===== src/rtl/bcd_counter_stage_if.sv =====
// bcd_counter_stage_if: control inputs and BCD/status outputs of the two-digit counter stage
interface bcd_counter_stage_if;
  logic       EN;
  logic       UP;
  logic       LOAD;
  logic [7:0] LOAD_VAL;
  logic [3:0] BCD_ONES;
  logic [3:0] BCD_TENS;
  logic       TICK;
  logic       WRAP;
  logic       LOAD_ERR;
  modport master (output EN, UP, LOAD, LOAD_VAL, input BCD_ONES, BCD_TENS, TICK, WRAP, LOAD_ERR);
  modport slave (input EN, UP, LOAD, LOAD_VAL, output BCD_ONES, BCD_TENS, TICK, WRAP, LOAD_ERR);
endinterface


===== src/rtl/bcd_counter_stage.sv =====
// bcd_counter_stage: prescaled, loadable 00-99 BCD up/down counter with tick, wrap and load-error status
// Define BCD_CNT_SATURATE_EN to saturate at 99/00 instead of wrapping (WRAP then stays 0).
module bcd_counter_stage #(
  parameter int TICK_DIV = 50_000_000
) (
  input logic MAX10_CLK1_50,
  input logic RST,
  bcd_counter_stage_if.slave b
);
  localparam int W = TICK_DIV > 1 ? $clog2(TICK_DIV) : 1;
  logic [W-1:0] pc;
  logic t, ok, hit;
  logic [3:0] ones_n, tens_n;
  always_comb begin
    t = b.EN && pc == W'(TICK_DIV - 1);
    ok = b.LOAD_VAL[7:4] <= 4'd9 && b.LOAD_VAL[3:0] <= 4'd9;
    hit = b.UP ? (b.BCD_TENS == 4'd9 && b.BCD_ONES == 4'd9) : (b.BCD_TENS == 4'd0 && b.BCD_ONES == 4'd0);
    ones_n = b.UP ? (b.BCD_ONES == 4'd9 ? 4'd0 : b.BCD_ONES + 4'd1)
                  : (b.BCD_ONES == 4'd0 ? 4'd9 : b.BCD_ONES - 4'd1);
    tens_n = b.UP ? (b.BCD_ONES != 4'd9 ? b.BCD_TENS : b.BCD_TENS == 4'd9 ? 4'd0 : b.BCD_TENS + 4'd1)
                  : (b.BCD_ONES != 4'd0 ? b.BCD_TENS : b.BCD_TENS == 4'd0 ? 4'd9 : b.BCD_TENS - 4'd1);
  end
  always_ff @(posedge MAX10_CLK1_50 or posedge RST) begin
    if (RST) begin
      pc <= '0;
      b.BCD_ONES <= 4'd0;
      b.BCD_TENS <= 4'd0;
      b.TICK <= 1'b0;
      b.WRAP <= 1'b0;
      b.LOAD_ERR <= 1'b0;
    end else begin
      b.TICK <= 1'b0;
      b.WRAP <= 1'b0;
      // a rejected load freezes pc, but a terminal count still rolls it over
      if (t) pc <= '0;
      else if (b.EN && !b.LOAD) pc <= pc + W'(1);
      if (b.LOAD && ok) begin
        b.BCD_TENS <= b.LOAD_VAL[7:4];
        b.BCD_ONES <= b.LOAD_VAL[3:0];
        b.LOAD_ERR <= 1'b0;
        pc <= '0;
      end else if (b.LOAD) begin
        b.LOAD_ERR <= 1'b1;
      end else if (t) begin
        b.TICK <= 1'b1;
`ifdef BCD_CNT_SATURATE_EN
        if (!hit) begin
          b.BCD_ONES <= ones_n;
          b.BCD_TENS <= tens_n;
        end
`else
        b.BCD_ONES <= ones_n;
        b.BCD_TENS <= tens_n;
        b.WRAP <= hit;
`endif
      end
    end
  end
endmodule


===== src/flat_wrapper.sv =====
// flat-port wrapper written by rule: the top's interface ports become plain ports
module bcd_counter_stage_flat 
#(
  parameter int TICK_DIV = 50_000_000
)
  (MAX10_CLK1_50, RST, b_EN, b_UP, b_LOAD, b_LOAD_VAL, b_BCD_ONES, b_BCD_TENS, b_TICK, b_WRAP, b_LOAD_ERR);
  bcd_counter_stage_if b_i ();
  input logic MAX10_CLK1_50;
  input logic RST;
  input wire logic [$bits(b_i.EN)-1:0] b_EN;
  input wire logic [$bits(b_i.UP)-1:0] b_UP;
  input wire logic [$bits(b_i.LOAD)-1:0] b_LOAD;
  input wire logic [$bits(b_i.LOAD_VAL)-1:0] b_LOAD_VAL;
  output wire logic [$bits(b_i.BCD_ONES)-1:0] b_BCD_ONES;
  output wire logic [$bits(b_i.BCD_TENS)-1:0] b_BCD_TENS;
  output wire logic [$bits(b_i.TICK)-1:0] b_TICK;
  output wire logic [$bits(b_i.WRAP)-1:0] b_WRAP;
  output wire logic [$bits(b_i.LOAD_ERR)-1:0] b_LOAD_ERR;
  assign b_i.EN = b_EN;
  assign b_i.UP = b_UP;
  assign b_i.LOAD = b_LOAD;
  assign b_i.LOAD_VAL = b_LOAD_VAL;
  assign b_BCD_ONES = b_i.BCD_ONES;
  assign b_BCD_TENS = b_i.BCD_TENS;
  assign b_TICK = b_i.TICK;
  assign b_WRAP = b_i.WRAP;
  assign b_LOAD_ERR = b_i.LOAD_ERR;
  bcd_counter_stage #(.TICK_DIV(TICK_DIV)) u_core (.MAX10_CLK1_50(MAX10_CLK1_50), .RST(RST), .b(b_i));
endmodule

===== config.mk =====
export PLATFORM = sky130hd
export DESIGN_NAME = bcd_counter_stage_flat
export DESIGN_NICKNAME = d
export VERILOG_FILES = /design/src/rtl/bcd_counter_stage_if.sv /design/src/rtl/bcd_counter_stage.sv /design/src/flat_wrapper.sv
export SDC_FILE = /design/constraint.sdc
export NUM_CORES = 1
export LEC_CHECK = 0
export BUFFER_PORTS_ARGS = -buffer_cell sky130_fd_sc_hd__buf_2
export CAP_MARGIN = 40
export CORE_AREA = 3 3 77 72
export CTS_CLUSTER_SIZE = 12
export DETAILED_ROUTE_END_ITERATION = 12
export DIE_AREA = 0 0 80 75
export PLACE_DENSITY = 0.71
export SYNTH_ARGS = -nofsm -noshare
export SYNTH_HDL_FRONTEND = slang
export SYNTH_SLANG_ARGS = --single-unit

===== constraint.sdc =====
create_clock -name MAX10_CLK1_50 -period 3.4 [get_ports MAX10_CLK1_50]
set_input_delay 0.68 -clock MAX10_CLK1_50 [delete_from_list [all_inputs] [get_ports MAX10_CLK1_50]]
set_output_delay 0.68 -clock MAX10_CLK1_50 [all_outputs]
set_load 0.01 [all_outputs]

==> results of run 1 <==
-- synth_stat cells (all sizes together), types with 3 or more instances --
cell    instances  share of area
a221o           4          0.017
dfrtp          37           0.39
nand4           6          0.018
inv            11          0.017
buf             8          0.036
clkbuf          9          0.014
o21ai          13          0.027
nor2           38          0.061
and4            3          0.012
xnor2          26          0.096
nand3          13          0.046
a22o            3          0.011
xor2            4          0.015
and3            4          0.011
nand2          17          0.027
nor3           15          0.048
a21oi           4         0.0084
nor4           10          0.062
-- final cells by class --
type,instances,area (um2),area share
Timing Repair Buffer,25,130,0.0502
Inverter,11,41.3,0.0159
Tap cell,65,81.3,0.0314
Multi-Input combinational cell,184,1300,0.500
Clock inverter,1,30.0,0.0116
Clock buffer,7,86.3,0.0333
Sequential cell,37,926,0.357
-- critical path, stage by stage --
cell and delay (ns):
buf_2 0.16, nor2b_1 0.56, nand4_2 0.41, nor3_2 0.28, xnor2_1 0.14, nor2_1 0.06
-- kinds of logic (layout without fill, tap and decap cells) --
group	count (synthesis)	after routing	share of synthesized area
adders and majority gates	1	1	0.00525
muxes	2	2	0.00840
buffers and inverters	28	44	0.0672
AOI/OAI and AO/OA	34	34	0.0977
and+or+nand+nor	117	117	0.322
DFF	37	37	0.389
xor gates and xnor gates	30	30	0.110
-- stage by stage --
step           total power (uW)  hold slack, ns  cells  area, um2
2_1_floorplan               672           0.502    249       2380
3_3_place_gp                718           0.481    322       2470
3_5_place_dp                722           0.489    322       2470
4_1_cts                    1120           0.508    330       2590
5_1_grt                    1160           0.542    330       2590
6_report                   1100           0.497    330       2590
-- registers in the layout, indices dropped and copies added (netlist names) --
name and cells:
u_core.b.BCD_ONES 4, u_core.b.BCD_TENS 4, u_core.b.LOAD_ERR 1, u_core.b.TICK 1, u_core.b.WRAP 1, u_core.pc 26
-- cells in the final DEF, fill, tap and decap left out, drive strengths merged, types with 2 or more instances in the layout --
master	netlist	routed
a21oi	4	4
a221o	4	4
a22o	3	3
a31o	2	2
and3	4	4
and4	3	3
and4b	2	2
buf	8	25
clkbuf	9	7
dfrtp	37	37
inv	11	11
mux2i	2	2
nand2	17	17
nand3	13	13
nand4	6	6
nor2	38	38
nor3	15	15
nor4	10	10
o21ai	13	13
or3	2	2
xnor2	26	26
xor2	4	4
-- final timing paths --
| path | from | to | depth (start not counted) |
|---|---|---|---|
| max in group asynchronous | RST | u_core.b.BCD_ONES[2] | 3 |
| max reg2reg | u_core.pc[24] | u_core.b.BCD_TENS[2] | 5 |
| min reg2reg | u_core.b.LOAD_ERR | u_core.b.LOAD_ERR | 2 |
| min in group MAX10_CLK1_50 | u_core.b.LOAD_ERR | u_core.b.LOAD_ERR | 2 |
| min | RST | u_core.pc[19] | 3 |
| max | b_LOAD | u_core.pc[24] | 6 |
-- power by group through the flow --
stage	Combinational, uW	Clock [uW]	Sequential (uW)
6_report	185	389	529
5_1_grt	211	418	535
4_1_cts	187	402	527
3_5_place_dp	186	0	536
3_3_place_gp	183	0	535
2_1_floorplan	160	0	512
-- metal layers --
metal,vias up,share of wire,GRT usage
li1,898,-,-
met1,858,0.52,0.241
met2,22,0.44,0.257
met3,7,0.031,0.0383
met4,0,0.0097,0.0507
met5,-,0,0
==> flow_metrics.env, run 1 <==
export IMPL_cts_clk_slew_worst_paths_ns=0.07
export IMPL_end_kind="flop"
export IMPL_irDropWorstVdd_mv=0.283
export IMPL_synth_seq_cells=37
export IMPL_pwr_share_comb=0.168
export IMPL_antenna_cells=0
export IMPL_max_freq_mhz=470
export IMPL_post_synth_instance_area_um2=2380
export IMPL_area_growth_pct=8.77
export IMPL_synth_edf_count=0
export IMPL_min_period_over_period=0.625
export IMPL_port_buffers=23
export IMPL_syn_num_nets=263
export IMPL_clock_root_buffer="clkbuf_8"
export IMPL_seq_area_frac_synth=0.389
export IMPL_cts_buffers=5
export IMPL_nNetsFinal=278
export IMPL_fin_crit_ns=2.13
export IMPL_power_density_nw_per_um2=426
export IMPL_clkSinkCount=37
export IMPL_route_detailed_drc=0
export IMPL_critical_path_class="input port to flop"
export IMPL_synth_main_ff_cell="dfrtp_1"
export IMPL_rows=24
export IMPL_finalSetupViolations=0
export IMPL_worst_r2r_setup_slack_ns=1.43
export IMPL_p_sw_frac=0.279
export IMPL_drt_total_wl_mm=4.52
export IMPL_cts_resized=0
export IMPL_syn_area_per_cell_um2=9.57
export IMPL_status="completed"
export IMPL_hold_buffers=0
export IMPL_yosys_warnings=0
export IMPL_skew_ns=0.00763
export IMPL_finalCoreUtilization=0.539
export IMPL_required_ns=3.56
export IMPL_cap_viol_max_count=0
export IMPL_die_area_um2=6000
export IMPL_start_kind="input port"
export IMPL_wire_per_inst_um=13.7
export IMPL_synth_distinct_cells=53
export IMPL_overflow=0
export IMPL_synth_cells=249
export IMPL_grt_antenna_before_repair=0
export IMPL_p_seq_frac=0.480
export IMPL_die_x_um=80
export IMPL_timing_final_ws_setup_ns=1.27
export IMPL_postSynth_asyncResetShare=1.00
export IMPL_p_leak_uw=0.00107
export IMPL_io_pins=24
export IMPL_tns_ns=0
export IMPL_switchingPower_uw=307
export IMPL_power_frac_clock=0.353
export IMPL_clk_insertion_delay_late_ns=0.29
export IMPL_dp_hpwl_mm=3.16
export IMPL_worst_pin_slew_ns=0.751
export IMPL_arrival_ns=2.29
export IMPL_dr_pass1_iters=4
export IMPL_drive_above_1_share=0.223
export IMPL_cts_htree_levels=2
export IMPL_dp_worst_setup_slack_ns=0.962
export IMPL_vias_per_cell=5.41
export IMPL_fillerInstances=436
export IMPL_vias=1785
export IMPL_post_cts_buffers=0
export IMPL_clockBufferDepth=2
export IMPL_p_int_uw=796
export IMPL_start_util=0.496
export IMPL_grt_pass1_vias=1716
export IMPL_gp_congestion=0.794
export IMPL_cp_max_fo=9
export IMPL_die_h_um=75
export IMPL_slew_violations=0
export IMPL_ant_nets=0
export IMPL_grt_max_degree=38
export IMPL_grt_use_total=0.169
export IMPL_cts_tree="built"
export IMPL_rsz0062_at_grt="no"
export IMPL_coreArea_um2=4800
export IMPL_hold_violations=0
export IMPL_min_path_type="input port to asynchronous set/reset pin"
export IMPL_slew_headroom=0.499
export IMPL_grt_pass1_wl_mm=8.02
export IMPL_initialDrtViolationCount=78
No activity file was read; power rests on OpenSTA's default activity.
==> run 2: changes to the inputs <==
--- a/config.mk
+++ b/config.mk
@@ -5,13 +5,14 @@
 export SDC_FILE = /design/constraint.sdc
 export NUM_CORES = 1
 export LEC_CHECK = 0
+export ABC_AREA = 1
 export BUFFER_PORTS_ARGS = -buffer_cell sky130_fd_sc_hd__buf_2
 export CAP_MARGIN = 40
-export CORE_AREA = 3 3 77 72
+export CORE_AREA = 3 3 78 73
 export CTS_CLUSTER_SIZE = 12
 export DETAILED_ROUTE_END_ITERATION = 12
-export DIE_AREA = 0 0 80 75
-export PLACE_DENSITY = 0.71
+export DIE_AREA = 0 0 81 76
+export PLACE_DENSITY = 0.73
 export SYNTH_ARGS = -nofsm -noshare
 export SYNTH_HDL_FRONTEND = slang
 export SYNTH_SLANG_ARGS = --single-unit
==> constraint.sdc (replaced) <==
create_clock -name MAX10_CLK1_50 -period 1.7 [get_ports MAX10_CLK1_50]
set_input_delay 0.34 -clock MAX10_CLK1_50 [delete_from_list [all_inputs] [get_ports MAX10_CLK1_50]]
set_output_delay 0.34 -clock MAX10_CLK1_50 [all_outputs]
set_load 0.01 [all_outputs]
==> run 2 against run 1 <==
- worst setup slack lost 1.2 ns
- die area grew 2.6%
- clock-buffer cell count shrank 1
- sequential cell count is the same
- utilization grew 3.6 points
- hold slack lost 0.35 ns
- combinational power grew to 3.8 times the previous value
- sequential share of layout area shrank 2.6 points
- total power grew 130%
==> flow_metrics.env, run 2 <==
export IMPL_vias=2288
export IMPL_rr_endpoint="u_core.pc[17]"
export IMPL_hold_violations=0
export IMPL_cts_clk_slew_worst_paths_ns=0.08
export IMPL_largest_reg_flops=26
export IMPL_dp_hpwl_mm=4.16
export IMPL_slew_violations=0
export IMPL_pwr_share_comb=0.270
export IMPL_critical_path_buf_inv_count=2
export IMPL_io_pins=24
export IMPL_status="completed"
export IMPL_yosys_top_cells_area="dfrtp_1 38%, nand2_1 18%, nor2_1 7.4%"
export IMPL_dr_pass1_iters=5
export IMPL_route_detailed_drc=0
export IMPL_antenna_cells=0
export IMPL_end_kind="flop"
export IMPL_required_ns=1.88
export IMPL_synth_distinct_cells=25
export IMPL_fin_area_um2=2800
export IMPL_fillerInstances=460
export IMPL_cp_slowest_stage_delay_ns=0.40
export IMPL_nNetsFinal=407
export IMPL_die_x_um=81
export IMPL_ant_nets=0
export IMPL_fin_crit_ns=1.61
export IMPL_seq_area_frac_synth=0.380
export IMPL_seqCellArea_um2=927
export IMPL_drt_total_wl_mm=5.64
export IMPL_synth_edf_count=0
export IMPL_critical_path_class="flop to flop"
export IMPL_synthTopCellsByCount="119 x nand2_1, 48 x nor2_1, 37 x dfrtp_1"
export IMPL_timing_final_ws_setup_ns=0.0852
export IMPL_syn_num_nets=373
export IMPL_synth_cells=359
export IMPL_p_leak_uw=0.00145
export IMPL_cp_cell_sequence="ha_1 > nand2_1 > nor2_4 > nand3_2 > inv_2 > nand3_2 > nand2_2 > buf_4 > nor3_1"
export IMPL_post_synth_instance_area_um2=2440
export IMPL_postSynth_asyncResetShare=1.00
export IMPL_vias_per_cell=4.98
export IMPL_slew_headroom=0.684
export IMPL_cts_buffers=5
export IMPL_critical_path_most_common_cell="nand3_2"
export IMPL_tns_ns=0
export IMPL_synth_main_ff_cell="dfrtp_1"
export IMPL_rows=24
export IMPL_clk_insertion_delay_late_ns=0.29
export IMPL_power_density_nw_per_um2=923
export IMPL_max_freq_mhz=619
export IMPL_power_uw=2580
export IMPL_clkSinkCount=37
export IMPL_yosys_warnings=0
export IMPL_cp_max_fo=11
export IMPL_hold_slack_ns=0.148
export IMPL_grt_antenna_before_repair=0
export IMPL_min_path_type="input port to asynchronous set/reset pin"
export IMPL_top_regs="u_core.pc x26, u_core.b.BCD_ONES x4, u_core.b.BCD_TENS x4"
export IMPL_gp_congestion=0.837
export IMPL_switchingPower_uw=874
export IMPL_yosysTopAreaCell="dfrtp_1"
export IMPL_rsz0062_at_grt="yes"
export IMPL_worst_r2r_setup_slack_ns=0.09
export IMPL_critical_path_slowest_cell="dfrtp_1"
export IMPL_worst_pin_slew_ns=0.474
export IMPL_coreArea_um2=4860
export IMPL_grt_pass1_vias=2104
export IMPL_path_delay_family="simple AND/OR/NAND/NOR gates"
export IMPL_skew_ns=0.00681
export IMPL_multi_input_area_um2=1350
export IMPL_start_kind="flop"
export IMPL_critical_path_endpoint="u_core.pc[17]"
export IMPL_grt_use_total=0.195
export IMPL_yosysTopAreaCellShare=0.380
export IMPL_power_frac_clock=0.310
export IMPL_p_sw_frac=0.338
export IMPL_dp_worst_setup_slack_ns=0.114
export IMPL_initialDrtViolationCount=112
export IMPL_yosysMostFrequentCell="nand2_1"
export IMPL_start_util=0.501
export IMPL_port_buffers=23
export IMPL_reg2reg_depth=9
export IMPL_area_growth_pct=14.8
export IMPL_dpl_cell_area_um2=2650
export IMPL_irDropWorstVdd_mv=0.532
export IMPL_r2r_start="u_core.pc[0]"
export IMPL_final_cell_mix="119 x nand2_1, 46 x nor2_1, 36 x dfrtp_1"
export IMPL_grt_max_degree=38
export IMPL_clockBufferDepth=2
export IMPL_max_flop_register="u_core.pc"
export IMPL_cap_viol_max_count=0
export IMPL_drive_above_1_share=0.195
export IMPL_die_area_um2=6160
export IMPL_grt_pass1_wl_mm=9.66
export IMPL_clock_root_buffer="clkbuf_8"
export IMPL_layout_commonest_cell="nand2_1"
export IMPL_synth_seq_cells=37
export IMPL_cp_num_cells=9
export IMPL_overflow=0
export IMPL_finalSetupViolations=0
export IMPL_min_period_over_period=0.950
export IMPL_wire_per_inst_um=12.3
export IMPL_p_seq_frac=0.420
export IMPL_cp_startpoint="u_core.pc[0]"
export IMPL_cts_htree_levels=2
export IMPL_p_int_uw=1710
export IMPL_hold_buffers=0
export IMPL_die_h_um=76
export IMPL_arrival_ns=1.80
export IMPL_syn_area_per_cell_um2=6.79
export IMPL_cts_tree="built"
==> run 2: changes by cell type in the layout (fill, tap and decap cells not counted), moves of 8 or more <==
cell / change
nor3_2: -8
inv_1: +21
nand2_2: +9
nand2_1: +102
xnor2_1: -23
inv_2: +10
nand3_1: +24
nor2_1: +9
==> run 2: cell families (layout without fill, tap and decap cells) <==
| logic type | count (synthesis) | after routing | share of synthesized area |
|---|---|---|---|
| compound gates | 20 | 20 | 0.0426 |
| xor+xnor | 10 | 10 | 0.0359 |
| fa+ha+maj | 1 | 1 | 0.00513 |
| buf+inv | 45 | 80 | 0.0729 |
| flops | 37 | 37 | 0.380 |
| simple gates | 246 | 246 | 0.464 |
==> run 2: layer usage <==
metal	share of wire	wire, um	up-vias	global-route usage
met5	0	0	-	0
met4	0.0055	31	0	0.0456
met3	0.042	239	5	0.0390
met2	0.46	2610	45	0.292
met1	0.49	2760	1041	0.287
li1	-	-	1197	-
==> run 2: metrics by stage <==
stage	cells	util
floorplan	359	-
global placement	449	0.545
detailed placement	449	0.545
CTS	457	0.570
global route	459	0.575
finish	459	0.575
==> run 2: worst min-delay path by stage <==
stage / startpoint / endpoint / slack [ns] / cells past startpoint
5_1_grt: RST / u_core.pc[17] / 0.19 / 3
4_1_cts: RST / u_core.pc[22] / 0.18 / 3
2_1_floorplan: u_core.pc[6] / u_core.pc[6] / 0.46 / 2
3_3_place_gp: RST / u_core.pc[23] / 0.48 / 3
3_5_place_dp: u_core.pc[1] / u_core.pc[1] / 0.49 / 2
6_report: RST / u_core.b.BCD_ONES[0] / 0.15 / 3
==> run 2: final cells by class <==
type / count / share of cell area
timing repair buffer: 30 / 0.0599
clock buffer: 6 / 0.0295
sequential: 37 / 0.331
inverter: 42 / 0.0563
clock inverter: 2 / 0.0134
multi-input combinational: 277 / 0.481
tap: 65 / 0.0291
==> run 2: power by group through the flow <==
stage	combinational [uW]	sequential, uW	clock (uW)
floorplan	429	1110	0
global placement	644	1100	0
detailed placement	659	1100	0
CTS	662	1090	819
global route	804	1100	866
finish	698	1080	802
==> run 2: timing repair <==
item / CTS / global route
gates resized for setup: 0 / 4
buffers inserted: 0 / 2
setup endpoints to repair: 0 / 21
==> run 2: worst reg2reg max path: stages, from the launching register on <==
cell and delay (ns):
dfrtp_1 0.40, ha_1 0.21, nand2_1 0.12, nor2_4 0.14, nand3_2 0.13, inv_2 0.08, nand3_2 0.08, nand2_2 0.10
buf_4 0.19, nor3_1 0.07
